===== config.mk =====
export PLATFORM = sky130hd
export DESIGN_NAME = avalon_2to1_arbiter
export DESIGN_NICKNAME = d
export VERILOG_FILES = /design/src/rtl/avalon_2to1_arbiter.sv
export SDC_FILE = /design/constraint.sdc
export NUM_CORES = 1
export LEC_CHECK = 0
export ABC_CLOCK_PERIOD_IN_PS = 3920
export CELL_PAD_IN_SITES_DETAIL_PLACEMENT = 0
export CELL_PAD_IN_SITES_GLOBAL_PLACEMENT = 1
export CORE_AREA = 2 2 125 127
export DETAILED_ROUTE_END_ITERATION = 8
export DIE_AREA = 0 0 127 129
export PLACE_DENSITY = 0.81
export SETUP_SLACK_MARGIN = 0.4
export SYNTH_ARGS = -nofsm -noshare
export SYNTH_HDL_FRONTEND = slang
export SYNTH_SLANG_ARGS = --single-unit
export TNS_END_PERCENT = 30

===== constraint.sdc =====
create_clock -name clk -period 3.92 [get_ports clk]
set_clock_uncertainty 0.05 [all_clocks]
set_input_delay 0.98 -clock clk [delete_from_list [all_inputs] [get_ports clk]]
set_output_delay 0.98 -clock clk [all_outputs]
set_load 0.03 [all_outputs]

===== src/rtl/avalon_2to1_arbiter.sv =====
// Two-host Avalon-MM arbiter sharing one downstream port between the
// instruction bus (host 0) and the data bus (host 1). Round-robin per
// transaction, grant locked across waitrequest stalls, and an in-order tag
// FIFO steers pipelined read responses back to the issuing host.
module avalon_2to1_arbiter #(
    parameter int unsigned AW              = 32,
    parameter int unsigned DW              = 32,
    parameter int unsigned MAX_OUTSTANDING = 4
) (
    input  logic              clk,
    input  logic              rst,

    input  logic              h0_read,
    input  logic              h0_write,
    input  logic [AW-1:0]     h0_address,
    input  logic [DW-1:0]     h0_writedata,
    input  logic [DW/8-1:0]   h0_byteenable,
    output logic              h0_waitrequest,
    output logic [DW-1:0]     h0_readdata,
    output logic              h0_readdatavalid,

    input  logic              h1_read,
    input  logic              h1_write,
    input  logic [AW-1:0]     h1_address,
    input  logic [DW-1:0]     h1_writedata,
    input  logic [DW/8-1:0]   h1_byteenable,
    output logic              h1_waitrequest,
    output logic [DW-1:0]     h1_readdata,
    output logic              h1_readdatavalid,

    output logic              m_read,
    output logic              m_write,
    output logic [AW-1:0]     m_address,
    output logic [DW-1:0]     m_writedata,
    output logic [DW/8-1:0]   m_byteenable,
    input  logic              m_waitrequest,
    input  logic [DW-1:0]     m_readdata,
    input  logic              m_readdatavalid
);

    localparam int unsigned PW = $clog2(MAX_OUTSTANDING);
    localparam int unsigned CW = $clog2(MAX_OUTSTANDING) + 1;

    // Arbitration state
    logic                       r_lock;
    logic                       r_owner;
    logic                       r_rr_next;

    // Tag FIFO: one bit per entry naming the host that issued the read
    logic [MAX_OUTSTANDING-1:0] r_tag;
    logic [PW-1:0]              r_rd_ptr;
    logic [PW-1:0]              r_wr_ptr;
    logic [CW-1:0]              r_count;

    logic                       w_req0;
    logic                       w_req1;
    logic                       w_sel;
    logic                       w_sel_read;
    logic                       w_sel_write;
    logic                       w_pop;
    logic                       w_push;
    logic                       w_block;
    logic                       w_wait_sel;
    logic                       w_issue;
    logic                       w_accept;
    logic                       w_head;
    logic [CW-1:0]              w_count_net;

    // Grant selection, command mux, stall and response routing
    always_comb begin
        w_req0      = h0_read | h0_write;
        w_req1      = h1_read | h1_write;

        w_sel       = r_rr_next;
        if (r_lock)
            w_sel = r_owner;
        else if (r_rr_next ? w_req1 : w_req0)
            w_sel = r_rr_next;
        else if (r_rr_next ? w_req0 : w_req1)
            w_sel = ~r_rr_next;

        // A host raising both read and write is treated as a read
        w_sel_read  = w_sel ? h1_read : h0_read;
        w_sel_write = w_sel ? (h1_write & ~h1_read) : (h0_write & ~h0_read);

        // A response with an empty FIFO is ignored so the count cannot wrap
        w_pop       = m_readdatavalid & (r_count != '0);
        w_count_net = r_count - CW'(w_pop);
        w_block     = w_sel_read & (w_count_net == CW'(MAX_OUTSTANDING));

        m_read       = w_sel_read & ~w_block & ~rst;
        m_write      = w_sel_write & ~rst;
        m_address    = w_sel ? h1_address    : h0_address;
        m_writedata  = w_sel ? h1_writedata  : h0_writedata;
        m_byteenable = w_sel ? h1_byteenable : h0_byteenable;

        w_wait_sel     = m_waitrequest | w_block;
        h0_waitrequest = rst | w_sel  | w_wait_sel;
        h1_waitrequest = rst | ~w_sel | w_wait_sel;

        w_head           = r_tag[r_rd_ptr];
        h0_readdatavalid = w_pop & ~w_head & ~rst;
        h1_readdatavalid = w_pop &  w_head & ~rst;
        h0_readdata      = m_readdata;
        h1_readdata      = m_readdata;

        w_issue  = m_read | m_write;
        w_accept = w_issue & ~m_waitrequest;
        w_push   = w_accept & m_read;
    end

    // Grant lock, round-robin pointer and tag FIFO bookkeeping
    always_ff @(posedge clk or posedge rst) begin
        if (rst) begin
            r_lock    <= 1'b0;
            r_owner   <= 1'b0;
            r_rr_next <= 1'b0;
            r_tag     <= '0;
            r_rd_ptr  <= '0;
            r_wr_ptr  <= '0;
            r_count   <= '0;
        end else begin
            if (w_accept) begin
                r_lock    <= 1'b0;
                r_rr_next <= ~w_sel;
            end else if (w_issue) begin
                r_lock  <= 1'b1;
                r_owner <= w_sel;
            end
            if (w_push) begin
                r_tag[r_wr_ptr] <= w_sel;
                r_wr_ptr        <= r_wr_ptr + PW'(1);
            end
            if (w_pop)
                r_rd_ptr <= r_rd_ptr + PW'(1);
            r_count <= r_count + CW'(w_push) - CW'(w_pop);
        end
    end

    // Downstream must never return a read that was not issued
    a_no_orphan_response: assert property (@(posedge clk) disable iff (rst)
        !(m_readdatavalid && (r_count == '0)));

endmodule


==> flow_summary.ini, run 1 <==
[run_status]
status = finished clean

[yosys]
synth_area_um2 = 2200
ys_seq_elements = 14
synth_top_cells_by_area = mux2_2, buf_4, dfrtp_1
yosysTopAreaCellShare_pct = 35.3
yosysTopAreaCell = mux2_2
synth_edf_count = 0
synthCells = 226
syn_avg_cell_area_um2 = 9.73
ys_types = 36
synth-seq-area-share_pct = 15.9
ys.flop_type = dfrtp_1
ys_top_cells_by_count = mux2_2, buf_4, dfrtp_1
synth_fp_nets = 408
async_reset_ff_share_pct = 100
ys_warn_count = 0
synth_most_common_cell = mux2_2

[detailed_routing]
vias_per_cell = 3.87
drc = 0
wl_met3_um = 969
top_layer_used = met4
drtAntennaViolNets = 0
drtPass1Iterations = 4
wl_per_cell_um = 17.2
postRouteWirelength_mm = 9.99
wl_met1_mm = 3.68
wl_met2_mm = 5.07
drt-initial-drc-count = 45
vias = 2248

[critical_path]
endpoint = m_writedata[7]
cp_max_fo = 20
crit_start = h0_write
arrival_ps = 2620
crit_required_ps = 2890
critPathLaunchType = primary input
crit_type = primary input to output pin
reg2reg_from = r_lock
reg2regPathDepth = 10
reg2reg_to = r_count[2]
r2r_slack_ps = 1380
worst_setup_path_end_kind = output pin

[floorplan]
num_rows = 45
die_y_um = 129
fp.dieArea_um2 = 16400
io_pins = 314
chipWidth_um = 127
initial_core_util_pct = 14.7
coreArea_um2 = 15000

[cts]
cts_buffers = 3
cts-root-buf = clkbuf_16
cts_tree = yes
clkTransAtPathRegs_ps = 50
insertion_delay_ps = 240
clkSinkCount = 14
cts-htree-levels = 1
clockBufferDepth = 2

[final_layout]
regArea_um2 = 350
finish.utilization_pct = 28.6
multi_input_area_um2 = 1330
drive_above_1_share_pct = 41.0
final_nets = 576
nFillCells = 1586
design_area_um2 = 4280
area_growth_syn_to_layout_pct = 94.6
diodes = 0

[power]
intPower_mw = 1.58
vdd_drop_max_uv = 316
p_per_area_nw_per_um2 = 700
combPwrFrac_pct = 83.2
power_switching_mw = 1.42
seq_power_share_pct = 9.6
p_sw_share_pct = 47.3
leakage_nw = 1.82
pwr-share-clk_pct = 7.2

[placed_design]
io_buffers = 217
globalplace.congestion = 0.790
place_area_um2 = 4120
hpwl_mm = 8.39
pre_cts_slack_ps = -376

[grt]
grt_pass1_wl_mm = 13.7
antenna_found_initial = 0
overflow = 0
first_global_vias = 2431
grt_use_total_pct = 11.0
grt_start_max_net_pins = 21

[timing]
relSlewSlack_pct = 50.8
fmax_mhz = 274
min_period_ps = 3650
fin_crit_sh_pct = 93.0
finalSetupTns_ps = 0
rsz0062_at_grt = true
final_max_slew_viol_count = 0
setup_ws_ps = 274
setup_violations = 0
tightest_slew_ps = 732
hold_viol = 0

[job]
maxCapViolations = 0

[hold_path]
min_path_type = register to register
-- layout make-up --
type / count / area share (%)
multi-input cells: 131 / 31.1
well taps: 188 / 5.50
inverters: 7 / 0.614
flip-flops and latches: 14 / 8.19
clock buffers: 4 / 2.08
repair buffers: 237 / 52.5
-- repair_timing --
action                                  4_1_cts  5_1_grt
resized for setup                           172        2
endpoints found under the setup margin       74       58
setup buffers                                 5        0
gates cloned                                  2        0
hold buffers                                  0        0
pin swaps                                     3        0
-- cells by family (layout without fill, tap and decap cells) --
family / after synthesis / count (layout) / synth area share [%]
mux: 75 / 75 / 38.9
fa+ha+maj: 6 / 6 / 3.76
simple gates: 29 / 29 / 7.23
flops: 14 / 14 / 15.9
buf+inv: 81 / 248 / 25.7
compound gates: 15 / 15 / 6.09
xor+xnor: 6 / 6 / 2.39
-- power groups by stage --
stage | Clock [mW] | Sequential (mW) | Combinational, mW
2_1_floorplan | 0 | 0.271 | 1.59
3_3_place_gp | 0 | 0.284 | 2.34
3_5_place_dp | 0 | 0.289 | 2.37
4_1_cts | 0.220 | 0.289 | 2.54
5_1_grt | 0.226 | 0.299 | 2.64
6_report | 0.215 | 0.289 | 2.49
-- per-stage QoR --
| stage | instances | hold slack (ps) | power [mW] |
|---|---|---|---|
| floorplan | 226 | 400 | 1.86 |
| global placement | 570 | 416 | 2.62 |
| detailed placement | 570 | 417 | 2.66 |
| CTS | 581 | 427 | 3.04 |
| global route | 581 | 438 | 3.16 |
| finish | 581 | 424 | 3.00 |
-- layout by cell type, fill, tap and decap left out, types with 2 or more instances in the layout --
cell type and n:
o21ai_2 2, xnor2_1 4, buf_6 8, clkdlybuf4s50_1 139, nor2_1 3, buf_16 2
inv_1 7, ha_1 5, buf_4 43, mux2_1 4, dfrtp_1 14, nand2_1 9
nor3b_1 4, mux2_4 6, buf_2 18, dlymetal6s2s_1 2, and3b_1 2, o31ai_1 2
dlygate4sd2_1 19, xor2_1 2, mux2_2 63, nor3_1 2, buf_12 4, clkbuf_16 3
a211oi_1 2
-- critical path: stages --
cell and delay [ps]:
buf_2 110, or2_4 250, a21oi_2 140, a21o_4 200, buf_12 180, buf_12 180, mux2_2 380, buf_4 180
-- how the worst min path moves through the flow --
stage | startpoint | end | slack, ps | depth (start not counted)
2_1_floorplan | r_rd_ptr[1] | r_rd_ptr[1] | 400 | 1
3_3_place_gp | r_rd_ptr[1] | r_rd_ptr[1] | 420 | 1
3_5_place_dp | r_rd_ptr[1] | r_rd_ptr[1] | 420 | 1
4_1_cts | r_rd_ptr[1] | r_rd_ptr[1] | 430 | 1
5_1_grt | r_rd_ptr[1] | r_rd_ptr[1] | 440 | 1
6_report | r_rd_ptr[1] | r_rd_ptr[1] | 420 | 1
-- registers in the layout, indices dropped and copies added (netlist names) --
name and count:
r_wr_ptr 2, r_owner 1, r_count 3, r_lock 1
r_rr_next 1, r_tag 4, r_rd_ptr 2
-- layer usage --
layer | up-vias | GRT usage, %
li1 | 1056 | -
met1 | 1020 | 12.1
met2 | 144 | 19.7
met3 | 28 | 3.58
met4 | 0 | 4.14
met5 | - | 0
No activity file was read; power rests on OpenSTA's default activity.
==> run 2, diff against run 1 <==
PLACE_DENSITY = unset   (was 0.81)
PLACE_DENSITY_LB_ADDON = 0.2   (was unset)
==> flow_summary.ini, run 2 (synthesized netlist as in run 1, its figures left out) <==
[run_status]
status = finished clean

[detailed_routing]
drtAntennaViolNets = 0
vias_per_cell = 3.82
wl_per_cell_um = 16.3
drc = 0
postRouteWirelength_mm = 9.58
drt-initial-drc-count = 48
vias = 2237
drtPass1Iterations = 4

[placed_design]
place_area_um2 = 4140
hpwl_mm = 7.59
dpl.cell_count = 569
globalplace.congestion = 0.716
io_buffers = 217

[timing]
min_period_ps = 3520
hold_viol = 0
fin_crit_sh_pct = 89.8
relSlewSlack_pct = 47.0
fmax_mhz = 284
setup_violations = 0
final_max_slew_viol_count = 0
tightest_slew_ps = 788
rsz0062_at_grt = true

[grt]
antenna_found_initial = 0
grt_pass1_wl_mm = 13.3
grt_use_met1_pct = 12.9
grtUsageMet3_pct = 2.33
grt_use_total_pct = 10.6
grt_start_max_net_pins = 15
first_global_vias = 2430
grt.busiest_layer = met2
overflow = 0
grt.met2_usage_pct = 19.0

[final_layout]
final_cells = 586
mostFrequentLayoutCell = clkdlybuf4s50_1
largest_reg_flops = 4
area_growth_syn_to_layout_pct = 104
nFillCells = 1589
diodes = 0
final_nets = 581
layout_common_cells = clkdlybuf4s50_1, mux2_2, buf_2, buf_4, buf_6
largestRegisters = r_tag: 4 flops, r_count: 3 flops
largest_register = r_tag
design_area_um2 = 4470
drive_above_1_share_pct = 46.2

[hold_path]
min_path_type = register to register
hold_depth = 1
min_from = r_rd_ptr[1]
holdPathEnd = r_rd_ptr[1]

[power]
power_mw = 3.27
leakage_nw = 1.91
vdd_drop_max_uv = 228
p_per_area_nw_per_um2 = 731

[cts]
clkTransAtPathRegs_ps = 50
cts_buffers = 3
ctsHoldBuffers = 0
insertion_delay_ps = 240
clkSinkCount = 14
cts-htree-levels = 1
cts_tree = yes
cts-root-buf = clkbuf_16
clockBufferDepth = 2

[critical_path]
reg2reg_from = r_lock
crit_type = primary input to output pin
cp_max_fo = 8
critPathLaunchType = primary input
arrival_ps = 2490
reg2reg_to = r_count[2]
r2r_slack_ps = 1400
crit_required_ps = 2890
reg2regPathDepth = 10
worst_setup_path_end_kind = output pin

[floorplan]
initial_core_util_pct = 14.7
chipWidth_um = 127
coreArea_um2 = 15000
num_rows = 45
io_pins = 314
fp.dieArea_um2 = 16400
die_y_um = 129

[job]
maxCapViolations = 0
-- run 2: worst max path at each step --
stage               slack [ps]          endpoint       startpoint
floorplan                  390   m_byteenable[1]          h0_read
global placement          -480      m_address[2]         h0_write
detailed placement        -480     m_address[12]         h0_write
CTS                        300  h0_readdatavalid  m_readdatavalid
global route               340    h0_waitrequest         h1_write
finish                     400      m_address[0]          h0_read
-- run 2: final cells by class --
| cell class | instances | area (µm²) | area share, % |
|---|---|---|---|
| Multi-Input combinational cell | 131 | 1360 | 30.4 |
| Timing Repair Buffer | 242 | 2410 | 53.9 |
| Inverter | 7 | 26.3 | 0.587 |
| Clock buffer | 4 | 88.8 | 1.99 |
| Tap cell | 188 | 235 | 5.26 |
| Sequential cell | 14 | 350 | 7.83 |
-- run 2: what timing repair did --
item / 4_1_cts / 5_1_grt
gates resized for setup: 341 / 13
endpoints found under the setup margin: 74 / 57
gates cloned: 5 / 0
buffers inserted: 5 / 3
pin swaps: 5 / 6
-- run 2: where the power goes --
part	leakage, nW	switching (mW)	internal, mW
logic	1.70	1.34	1.43
clock network	0.0442	0.0578	0.154
registers	0.168	0.0697	0.221
-- run 2: metrics by stage --
step	setup slack (ps)	TNS, ps	hold WS, ps	utilization (%)
2_1_floorplan	392	0	400	-
3_3_place_gp	-477	-25700	419	27.6
3_5_place_dp	-483	-26120	427	27.6
4_1_cts	301	0	433	29.5
5_1_grt	336	0	448	29.9
6_report	400	0	437	29.9
-- run 2: worst max-delay path: stages --
cell and delay, ps:
buf_6 90, or2_4 250, a21oi_2 140, a21o_4 200
buf_12 140, buf_16 130, buf_8 120, mux2_4 300
buf_6 140
-- run 2: metal layers --
metal,vias up,wire (µm)
met5,-,0
met4,0,189
met3,23,745
met2,138,4980
met1,1010,3660
li1,1066,-
==> run 3, diff against run 2 <==
CORE_AREA = 2 2 122 124   (was 2 2 125 127)
DIE_AREA = 0 0 124 126   (was 0 0 127 129)
DONT_BUFFER_PORTS = 1   (was unset)
GPL_TIMING_DRIVEN = 0   (was unset)
==> flow_summary.ini, run 3 (synthesized netlist as in run 1, its figures left out) <==
[critical_path]
critPathLaunchType = primary input
worst_setup_path_end_kind = output pin
crit_type = primary input to output pin
arrival_ps = 2440
critPathMaxStageDelay_ps = 350
cp_max_fo = 8
crit_required_ps = 2890
cpMostUsedCell = buf_12
crit_chain = buf_12 > or2_4 > o21ai_1 > a21o_1 > buf_6 > buf_12 > bufbuf_16 > mux2_4
slowest_stage = mux2_4

[final_layout]
regArea_um2 = 350
largestRegisters = r_tag: 4 flops, r_count: 3 flops
layout_common_cells = mux2_4, buf_4, dfrtp_1, buf_12, nand2_1
drive_above_1_share_pct = 68.7
multi_input_area_um2 = 1540
final_cells = 427
design_area_um2 = 3150
largest_register = r_tag
finish.utilization_pct = 22.0
diodes = 0
largest_reg_flops = 4
nFillCells = 1539
final_nets = 426
area_growth_syn_to_layout_pct = 43.5

[placed_design]
place_area_um2 = 2430
dpl.cell_count = 410
pre_cts_slack_ps = -45.0
globalplace.congestion = 0.755
io_buffers = 0
hpwl_mm = 6.73

[detailed_routing]
postRouteWirelength_mm = 8.40
wl_per_cell_um = 19.7
drt-initial-drc-count = 44
vias = 1738
vias_per_cell = 4.07
drc = 0
drtPass1Iterations = 3
drtAntennaViolNets = 0

[power]
p_sw_share_pct = 47.6
power_switching_mw = 1.49
intPower_mw = 1.64
seq_power_share_pct = 9.2
vdd_drop_max_uv = 286
combPwrFrac_pct = 83.8
leakage_nw = 1.51
p_per_area_nw_per_um2 = 992
pwr-share-clk_pct = 6.9

[floorplan]
num_rows = 44
coreArea_um2 = 14300
chipWidth_um = 124
die_y_um = 126
initial_core_util_pct = 15.4
fp.dieArea_um2 = 15600
io_pins = 314

[cts]
cts_tree = yes
clkTransAtPathRegs_ps = 50
cts-htree-levels = 1
clockBufferDepth = 2
cts_buffers = 3
cts-root-buf = clkbuf_16
ctsHoldBuffers = 0
clkSinkCount = 14
insertion_delay_ps = 240

[grt]
grt_pass1_wl_mm = 11.2
grt_use_total_pct = 9.64
overflow = 0
antenna_found_initial = 0
grt_start_max_net_pins = 15
first_global_vias = 1820

[hold_path]
min_path_type = register to register

[timing]
min_period_ps = 3470
fmax_mhz = 288
fin_hold_ws_ps = 432
rsz0062_at_grt = true
fin_crit_sh_pct = 88.5
hold_viol = 0
relSlewSlack_pct = 17.5
setup_violations = 0
tightest_slew_ps = 1230
setup_ws_ps = 452
final_max_slew_viol_count = 0

[job]
maxCapViolations = 0

[run_status]
status = finished clean
run 3: cell count changes in the layout (fill, tap and decap cells not counted), sizes merged:
| cell | change |
|---|---|
| dlymetal6s2s | -1 |
| clkdlybuf4s15 | -2 |
| dlygate4sd2 | -1 |
| clkbuf | +2 |
| bufbuf | +2 |
| buf | -16 |
| clkdlybuf4s50 | -139 |
run 3: layout make-up:
type	count	area share, %
multi-input combinational	131	48.8
buffer	74	21.1
clock buffer	4	2.82
timing repair buffer	13	8.05
tap	184	7.30
inverter	7	0.833
sequential	14	11.1
run 3: what timing repair did:
| item | CTS | global route |
|---|---|---|
| pin swaps | 3 | 1 |
| gates resized for setup | 105 | 2 |
| setup buffers | 7 | 1 |
| endpoints found under the setup margin | 70 | 53 |
| cloned | 4 | 1 |
run 3: worst max-delay path: cells and delay by family:
kind,cells,cell delay (ps)
buffers and inverters,4,590
multiplexers,1,350
AO/OA/AOI/OAI,2,280
AND/OR/NAND/NOR,1,230
run 3: power by group through the flow:
stage          clock, mW  sequential [mW]  combinational (mW)
5_1_grt            0.233            0.306                2.77
3_3_place_gp           0            0.293                1.80
6_report           0.217            0.289                2.62
3_5_place_dp           0            0.291                1.80
4_1_cts            0.223            0.290                2.62
2_1_floorplan          0            0.271                1.59
run 3: final timing paths:
| path | startpoint | to | slack [ps] | cells past startpoint |
|---|---|---|---|---|
| max | h0_read | m_writedata[19] | 450 | 8 |
| min | r_rd_ptr[1] | r_rd_ptr[1] | 430 | 1 |
| max reg2reg | r_lock | r_count[2] | 1150 | 9 |
| min reg2reg | r_rd_ptr[1] | r_rd_ptr[1] | 430 | 1 |
| max in group asynchronous | rst | r_tag[1] | 2520 | 2 |
| min in group asynchronous | rst | r_rr_next | 920 | 2 |
run 3: routing by layer:
layer  wire, µm  track usage [%]
met5          0                0
met4         27             1.19
met3        820             2.67
met2       4390             17.2
met1       3150             11.8
run 3: metrics by stage:
stage	TNS [ps]	power (mW)
after floorplan	0	1.86
after global placement	-62.2	2.09
after detailed placement	-89.2	2.09
after CTS	0	3.13
after global routing	0	3.31
final	0	3.13
